--- config.mk ---
export PLATFORM = sky130hd
export DESIGN_NAME = layer_init_data_sender
export DESIGN_NICKNAME = d
export VERILOG_FILES = /design/src/rtl/layer_init_data_sender.sv
export SDC_FILE = /design/constraint.sdc
export NUM_CORES = 2
export LEC_CHECK = 0
export ABC_AREA = 1
export BUFFER_PORTS_ARGS = -buffer_cell sky130_fd_sc_hd__buf_2
export CORE_MARGIN = 2
export CORE_UTILIZATION = 53
export DETAILED_ROUTE_END_ITERATION = 7
export GPL_TIMING_DRIVEN = 0
export HOLD_SLACK_MARGIN = 0.15
export PLACE_DENSITY = 0.76
export SETUP_SLACK_MARGIN = 0.02
export SLEW_MARGIN = 10
export SYNTH_ARGS = -nofsm -noshare
export SYNTH_HDL_FRONTEND = slang
export SYNTH_SLANG_ARGS = --single-unit
--- constraint.sdc ---
create_clock -name clk -period 4.4 [get_ports clk]
set_input_delay 0.44 -clock clk [delete_from_list [all_inputs] [get_ports clk]]
set_output_delay 0.44 -clock clk [all_outputs]
set_load 0.03 [all_outputs]
--- src/rtl/layer_init_data_sender.sv ---
// rtl/layer_init_data_sender.sv - packs a float16 stream into fm vectors and weight slices for layer init-load
// Optional stall counter output is enabled by defining INIT_SENDER_STALL_CNT_EN.
module layer_init_data_sender #(
  parameter int DATA_WIDTH              = 16,
  parameter int PARA_X                  = 3,
  parameter int PARA_Y                  = 3,
  parameter int PARA_KERNEL             = 2,
  parameter int KERNEL_SIZE_MAX         = 5,
  parameter int KERNEL_SIZE_WIDTH       = 6,
  parameter int WRITE_ADDR_WIDTH        = 3,
  parameter int WEIGHT_WRITE_ADDR_WIDTH = 5,
  parameter int HOLD_CYCLES             = 2
) (
  input  logic                                                          clk,
  input  logic                                                          rst,
  input  logic [1:0]                                                    layer_type,
  input  logic                                                          start,
  input  logic [KERNEL_SIZE_WIDTH-1:0]                                  kernel_size,
  input  logic [WRITE_ADDR_WIDTH:0]                                     fm_vec_count,
  input  logic [WEIGHT_WRITE_ADDR_WIDTH:0]                              wt_slice_count,
  input  logic [DATA_WIDTH-1:0]                                         in_data,
  input  logic                                                          in_valid,
  output logic                                                          in_ready,
  output logic [PARA_X*PARA_Y*DATA_WIDTH-1:0]                           init_fm_data,
  output logic [WRITE_ADDR_WIDTH-1:0]                                   write_fm_data_addr,
  output logic                                                          init_fm_data_done,
  output logic [KERNEL_SIZE_MAX*KERNEL_SIZE_MAX*PARA_KERNEL*DATA_WIDTH-1:0] weight_data,
  output logic [WEIGHT_WRITE_ADDR_WIDTH*PARA_KERNEL-1:0]                write_weight_data_addr,
  output logic                                                          weight_data_done,
  input  logic                                                          init_fm_ram_ready,
  input  logic                                                          init_weight_ram_ready,
  output logic                                                          busy,
  output logic                                                          load_done,
  output logic                                                          err
`ifdef INIT_SENDER_STALL_CNT_EN
  ,
  output logic [15:0]                                                   stall_count
`endif
);

  localparam int FM_WORDS = PARA_X * PARA_Y;
  localparam int FM_W     = FM_WORDS * DATA_WIDTH;
  localparam int KSQ_MAX  = KERNEL_SIZE_MAX * KERNEL_SIZE_MAX;
  localparam int WT_W     = KSQ_MAX * PARA_KERNEL * DATA_WIDTH;
  localparam int IDX_W    = (FM_WORDS > 1) ? $clog2(FM_WORDS) : 1;
  localparam int KSQ_W    = 2 * KERNEL_SIZE_WIDTH;
  localparam int K_W      = (PARA_KERNEL > 1) ? $clog2(PARA_KERNEL) : 1;
  localparam int HOLD_W   = $clog2(HOLD_CYCLES + 1);

  localparam logic [IDX_W-1:0]                   FM_LAST    = IDX_W'(FM_WORDS - 1);
  localparam logic [K_W-1:0]                     K_LAST     = K_W'(PARA_KERNEL - 1);
  localparam logic [HOLD_W-1:0]                  HOLD_LAST  = HOLD_W'(HOLD_CYCLES - 1);
  localparam logic [KERNEL_SIZE_WIDTH-1:0]       KS_MAX     = KERNEL_SIZE_WIDTH'(KERNEL_SIZE_MAX);
  localparam logic [WRITE_ADDR_WIDTH:0]          FM_CNT_MAX = {1'b1, {WRITE_ADDR_WIDTH{1'b0}}};
  localparam logic [WEIGHT_WRITE_ADDR_WIDTH:0]   WT_CNT_MAX = {1'b1, {WEIGHT_WRITE_ADDR_WIDTH{1'b0}}};

  typedef enum logic [2:0] {
    S_IDLE, S_FM_FILL, S_FM_HOLD, S_FM_WAIT, S_WT_FILL, S_WT_HOLD, S_WT_WAIT
  } state_t;

  state_t                                  r_state;
  logic                                    r_in_ready;
  logic                                    r_busy;
  logic                                    r_load_done;
  logic                                    r_err;
  logic                                    r_fm_done;
  logic                                    r_wt_done;
  logic [FM_W-1:0]                         r_fm_stage;
  logic [FM_W-1:0]                         r_fm_data;
  logic [WRITE_ADDR_WIDTH-1:0]             r_fm_addr;
  logic [WT_W-1:0]                         r_wt_stage;
  logic [WT_W-1:0]                         r_wt_data;
  logic [WEIGHT_WRITE_ADDR_WIDTH*PARA_KERNEL-1:0] r_wt_addr;
  logic [IDX_W-1:0]                        r_fm_idx;
  logic [KSQ_W-1:0]                        r_wt_p;
  logic [K_W-1:0]                          r_wt_k;
  logic [HOLD_W-1:0]                       r_hold;
  logic [WRITE_ADDR_WIDTH:0]               r_fm_cnt;
  logic [WRITE_ADDR_WIDTH:0]               r_fm_total;
  logic [WEIGHT_WRITE_ADDR_WIDTH:0]        r_wt_cnt;
  logic [WEIGHT_WRITE_ADDR_WIDTH:0]        r_wt_total;
  logic [KSQ_W-1:0]                        r_ks_sq;

  logic                                    w_cfg_ok;
  logic                                    w_start_ok;
  logic [KSQ_W-1:0]                        w_ks_sq;
  logic [FM_W-1:0]                         w_fm_stage;
  logic [WT_W-1:0]                         w_wt_stage;

  assign w_cfg_ok   = (kernel_size != '0) && (kernel_size <= KS_MAX) &&
                      (fm_vec_count <= FM_CNT_MAX) && (wt_slice_count <= WT_CNT_MAX);
  assign w_start_ok = (r_state == S_IDLE) && start && (layer_type == 2'd0) && w_cfg_ok;
  assign w_ks_sq    = kernel_size * kernel_size;

  // Staging with the incoming word merged in, so the final word can go straight to the outputs.
  always_comb begin
    w_fm_stage = r_fm_stage;
    w_fm_stage[r_fm_idx*DATA_WIDTH +: DATA_WIDTH] = in_data;
    w_wt_stage = r_wt_stage;
    w_wt_stage[(int'(r_wt_k)*KSQ_MAX + int'(r_wt_p))*DATA_WIDTH +: DATA_WIDTH] = in_data;
  end

  always_ff @(posedge clk or negedge rst) begin
    if (!rst) begin
      r_state     <= S_IDLE;
      r_in_ready  <= 1'b0;
      r_busy      <= 1'b0;
      r_load_done <= 1'b0;
      r_err       <= 1'b0;
      r_fm_done   <= 1'b0;
      r_wt_done   <= 1'b0;
      r_fm_stage  <= '0;
      r_fm_data   <= '0;
      r_fm_addr   <= '0;
      r_wt_stage  <= '0;
      r_wt_data   <= '0;
      r_wt_addr   <= '0;
      r_fm_idx    <= '0;
      r_wt_p      <= '0;
      r_wt_k      <= '0;
      r_hold      <= '0;
      r_fm_cnt    <= '0;
      r_fm_total  <= '0;
      r_wt_cnt    <= '0;
      r_wt_total  <= '0;
      r_ks_sq     <= '0;
    end else begin
      r_err       <= 1'b0;
      r_load_done <= 1'b0;
      if (r_state != S_IDLE && layer_type != 2'd0) begin
        r_err      <= 1'b1;
        r_busy     <= 1'b0;
        r_in_ready <= 1'b0;
        r_state    <= S_IDLE;
      end else begin
        case (r_state)
          S_IDLE: begin
            if (start && layer_type == 2'd0) begin
              if (w_cfg_ok) begin
                r_busy     <= 1'b1;
                r_fm_done  <= 1'b0;
                r_wt_done  <= 1'b0;
                r_fm_total <= fm_vec_count;
                r_wt_total <= wt_slice_count;
                r_ks_sq    <= w_ks_sq;
                r_fm_cnt   <= '0;
                r_wt_cnt   <= '0;
                r_fm_addr  <= '0;
                r_wt_addr  <= '0;
                r_fm_idx   <= '0;
                r_wt_p     <= '0;
                r_wt_k     <= '0;
                r_wt_stage <= '0;
                if (fm_vec_count == '0) begin
                  r_fm_done <= 1'b1;
                  r_state   <= S_FM_WAIT;
                end else begin
                  r_in_ready <= 1'b1;
                  r_state    <= S_FM_FILL;
                end
              end else begin
                r_err <= 1'b1;
              end
            end
          end
          S_FM_FILL: begin
            if (in_valid) begin
              r_fm_stage <= w_fm_stage;
              if (r_fm_idx == FM_LAST) begin
                r_fm_idx   <= '0;
                r_fm_data  <= w_fm_stage;
                r_fm_addr  <= r_fm_cnt[WRITE_ADDR_WIDTH-1:0];
                r_in_ready <= 1'b0;
                r_hold     <= '0;
                r_state    <= S_FM_HOLD;
              end else begin
                r_fm_idx <= r_fm_idx + 1'b1;
              end
            end
          end
          S_FM_HOLD: begin
            if (r_hold == HOLD_LAST) begin
              r_fm_cnt <= r_fm_cnt + 1'b1;
              if ((r_fm_cnt + 1'b1) == r_fm_total) begin
                r_fm_done <= 1'b1;
                r_state   <= S_FM_WAIT;
              end else begin
                r_in_ready <= 1'b1;
                r_state    <= S_FM_FILL;
              end
            end else begin
              r_hold <= r_hold + 1'b1;
            end
          end
          S_FM_WAIT: begin
            if (init_fm_ram_ready) begin
              if (r_wt_total == '0) begin
                r_wt_done <= 1'b1;
                r_state   <= S_WT_WAIT;
              end else begin
                r_in_ready <= 1'b1;
                r_state    <= S_WT_FILL;
              end
            end
          end
          S_WT_FILL: begin
            if (in_valid) begin
              r_wt_stage <= w_wt_stage;
              if ((r_wt_p + 1'b1) == r_ks_sq) begin
                r_wt_p <= '0;
                if (r_wt_k == K_LAST) begin
                  r_wt_k     <= '0;
                  r_wt_data  <= w_wt_stage;
                  r_wt_addr  <= {PARA_KERNEL{r_wt_cnt[WEIGHT_WRITE_ADDR_WIDTH-1:0]}};
                  r_in_ready <= 1'b0;
                  r_hold     <= '0;
                  r_state    <= S_WT_HOLD;
                end else begin
                  r_wt_k <= r_wt_k + 1'b1;
                end
              end else begin
                r_wt_p <= r_wt_p + 1'b1;
              end
            end
          end
          S_WT_HOLD: begin
            if (r_hold == HOLD_LAST) begin
              r_wt_cnt <= r_wt_cnt + 1'b1;
              if ((r_wt_cnt + 1'b1) == r_wt_total) begin
                r_wt_done <= 1'b1;
                r_state   <= S_WT_WAIT;
              end else begin
                r_in_ready <= 1'b1;
                r_state    <= S_WT_FILL;
              end
            end else begin
              r_hold <= r_hold + 1'b1;
            end
          end
          S_WT_WAIT: begin
            if (init_weight_ram_ready) begin
              r_load_done <= 1'b1;
              r_busy      <= 1'b0;
              r_state     <= S_IDLE;
            end
          end
          default: r_state <= S_IDLE;
        endcase
      end
    end
  end

`ifdef INIT_SENDER_STALL_CNT_EN
  logic [15:0] r_stall_cnt;

  // r_in_ready is high exactly in the two FILL states.
  always_ff @(posedge clk or negedge rst) begin
    if (!rst) begin
      r_stall_cnt <= '0;
    end else if (w_start_ok) begin
      r_stall_cnt <= '0;
    end else if (r_in_ready && !in_valid && r_stall_cnt != 16'hFFFF) begin
      r_stall_cnt <= r_stall_cnt + 16'd1;
    end
  end

  assign stall_count = r_stall_cnt;
`endif

  assign in_ready               = r_in_ready;
  assign init_fm_data           = r_fm_data;
  assign write_fm_data_addr     = r_fm_addr;
  assign init_fm_data_done      = r_fm_done;
  assign weight_data            = r_wt_data;
  assign write_weight_data_addr = r_wt_addr;
  assign weight_data_done       = r_wt_done;
  assign busy                   = r_busy;
  assign load_done              = r_load_done;
  assign err                    = r_err;

endmodule

==> impl_results.md <==
- EDFF count, synth: 0
- Detailed Route WL: ~380000 µm
- Min-Delay Path Class: primary input to register
- Gr usage total: 0.433
- GPL Wtd Cong: around 1.0
- Grt met1 use: 0.534
- Most frequent cell on the critical path: nand2_1
- # IOs: 1003
- Detailed Route Iter0 Violations: ~12000
- Hold slack: approximately 0.20 ns
- Cells on worst reg2reg path: 16
- CTS tree: yes
- P_leak: just under 60 nW
- Port bufs: just under 1000
- Largest stage delay on the critical path: between 0.7 and 0.8 ns
- Die area: 174000 µm²
- Syn. warnings: 0
- Rows: 151
- Most common cell after layout, fill and taps aside: nand2_1
- Vias in the first global route: 84500
- Die W: around 420 µm
- Multi-input gate area: between 30000 and 40000 µm²
- Switching part of the total: 0.478
- Clk buf depth: 3
- Commonest non-fill, non-tap cells in the layout: nand2_1 (4486), dfrtp_1 (1954), buf_2 (1151)
- Htree depth: 4
- Fin worst setup slack: 0.0302 ns
- NetSw: 33.2 mW
- Setup Skew: roughly 0.033 ns
- Routing usage on met2: 0.636
- Antenna Nets Post-Route: 0
- Pwr/cell area: 638 nW/µm²
- Final setup fails: 0
- Worst reg2reg path startpoint: r_wt_k
- Largest net degree at the start of global routing: 160
- Starting Density: 0.534
- CP Capture Type: register
- Final period utilization: 0.993
- Critical path class: register to register
- Worst hold start: in_data[4]
- Synth Flop Type: dfrtp_1
- Critical Path RT: approximately 5.2 ns
- Initial antenna violation count: 13
- CTS Sinks: about 2000
- First-pass detailed-route iteration total: 7
- RSZ-0062 raised after global routing: yes
- Mapped Area: a little over 90000 µm²
- Pre-CTS WS: -2.21 ns
- Worst hold path depth: 3
- Synth cell types: 51
- Crit start category: register
- Number of vias per cell: approximately 6.0
- Root Driver: clkbuf_16
- Worst Hold End: init_fm_data[20]
- Seq cells post-synth: about 2000
- CP max FO: 10
- Actual slew at the worst max-slew pin: around 1.3 ns
- FILL cells: 14400
- GRT busiest layer: met2
- Layout area overhead: 20.3%
- Worst path bufs/invs: 1
- Global-route wire length before repair: ~550000 µm
- Avg Cell Area, Syn: ~8 µm²
- Cell Int Power: approximately 36 mW
- Fin. max-slew vios: 0
- Reg-to-reg slack, setup: 0.03 ns
- Slew margin rel.: 0.128
- Post-DR wirelength/cell: 25.5 µm
- CP top delay family: simple AND/OR/NAND/NOR gates
- IR drop worst, VDD: 723 µV
- # DRC: 0
- Fin crit period: approximately 4.4 ns
- CP max-delay cell: nor3_2
- F_max: ~230 MHz
- Number of max-cap violations: 0
- Reg power frac: 0.300
- Routed via count: ~90000
- Final Power: between 60 and 70 mW
- Storage element area: 48900 µm²
- Status: complete, no violations
- Final HPWL DP: ~290000 µm
- FF-to-FF End: weight_data[233]
- Core area: approximately 170000 µm²
- Net count after synthesis: 11400
- Worst path cell trace: ha_4 > ha_1 > nor2_1 > nand2_1 > nor2_4 > nand2_2 > nor2_2 > nand3_2 > nand2_4 > clkbuf_4 > nand2_2 > nor3_2 > nand2_1 > nand4_1 > nand3_1 > nand2_1
- Height of the chip: ~420 µm
- Worst-Skew Late Latency: around 0.9 ns
- Total grt overflow: 0
- Comb power frac: 0.427
- Sequential area share after synthesis: 0.540
- Asr flop ratio synth: 1.00
- Layout cells sized above 1: 0.161
- CTS Buf Count: between 200 and 250
- Met3 Track Usage GR: 0.110
- Final hold violation count: 0
- Clk network pwr share: 0.273
- Final nets: 12700
- Post-Syn Instances: roughly 11000
- Clock slew at reported path FFs: around 0.06 ns
- TNS Setup: 0 ns
- CP Data Arrival Time: about 5.2 ns
## worst max-delay path by stage
stage | from | endpoint | slack (ns) | cells after the start
detailed placement | r_wt_k | weight_data[559] | -2.21 | 16
CTS | r_wt_k | weight_data[251] | -0.08 | 16
floorplan | r_wt_p[0] | r_wt_stage[146] | 0.22 | 25
finish | r_wt_k | weight_data[233] | 0.03 | 16
global route | r_wt_k | weight_data[10] | -0.08 | 18
global placement | rst | weight_data[454] | -40.57 | 1
## worst register-to-register path, stage by stage (launching register included)
cell      delay [ns]
dfrtp_2         0.46
ha_4            0.19
ha_1            0.33
nor2_1          0.15
nand2_1         0.12
nor2_4          0.16
nand2_2         0.09
nor2_2          0.12
nand3_2         0.10
nand2_4         0.19
clkbuf_4        0.40
nand2_2         0.51
nor3_2          0.78
nand2_1         0.22
nand4_1         0.19
nand3_1         0.19
nand2_1         0.12
## registers in the layout, summed over array words and instances (netlist names), 2 cells and up
| register | cells |
|---|---|
| r_wt_stage | 800 |
| weight_data | 800 |
| init_fm_data | 144 |
| r_fm_stage | 144 |
| r_wt_p | 12 |
| r_ks_sq | 11 |
| r_wt_cnt | 6 |
| r_wt_total | 6 |
| write_weight_data_addr | 5 |
| r_fm_cnt | 4 |
| r_fm_idx | 4 |
| r_fm_total | 4 |
| r_state | 3 |
| write_fm_data_addr | 3 |
| r_hold | 2 |
## cells by family (layout without fill, tap and decap cells)
logic type / Yosys count / count (layout) / synth area share
xor+xnor: 41 / 41 / 0.00397
flops: 1955 / 1955 / 0.540
buf+inv: 1567 / 3040 / 0.0693
mux: 41 / 41 / 0.00474
compound gates: 1192 / 1192 / 0.0679
other cells: 0 / 13 / 0
fa+ha+maj: 34 / 34 / 0.00536
simple gates: 6540 / 6540 / 0.308
## per-stage QoR
step,util,std cells,cell area [µm²]
after global routing,0.642,15100,109000
after detailed placement,0.582,14600,98700
after global placement,0.580,14600,98300
final,0.643,15100,109000
after floorplan,-,11400,90500
after CTS,0.637,15000,108000
## metal layers
layer	vias to the layer above	part of all wire	wire length (µm)
met5	-	0.00014	54
met2	5548	0.43	166000
met4	2	0.10	40200
met1	43400	0.36	138000
li1	39400	-	-
met3	1328	0.10	39200
## cells in the mapped netlist (68+ instances only)
cell,instances,area (µm²)
nand3_1,1222,6120
nor4_1,69,432
clkbuf_1,459,1720
buf_1,83,312
o21ai_0,926,4630
inv_1,771,2890
nor2_1,145,544
nor3_1,68,340
nand4_1,412,2580
nand2_1,4523,17000
dfrtp_1,1955,48900
o21ai_1,124,621
buf_2,200,1000
## power groups by stage
stage	logic (mW)	registers (mW)	clock network [mW]
after floorplan	14.5	21.4	0
after global placement	25.0	21.1	0
after detailed placement	25.6	21.1	0
after CTS	27.3	20.8	18.9
after global routing	30.7	21.0	19.7
final	29.7	20.8	19.0
## repair_timing
item | in CTS | in global routing
cloned | 0 | 4
resized for setup | 286 | 312
endpoints found under the setup margin | 1600 | 1612
endpoints found under the hold margin | 648 | 0
setup buffers | 48 | 14
pin swaps | 34 | 43
hold buffers | 33 | 0
## layout make-up
type	count	share of cell area
sequential	1955	0.449
multi-input combinational	7848	0.339
timing repair buffer	1103	0.0584
clock buffer	277	0.0536
buffer	773	0.0339
inverter	789	0.0273
tap	2218	0.0255
clock inverter	98	0.0131
antenna	13	0.000299
No activity file was read; power rests on OpenSTA's default activity.
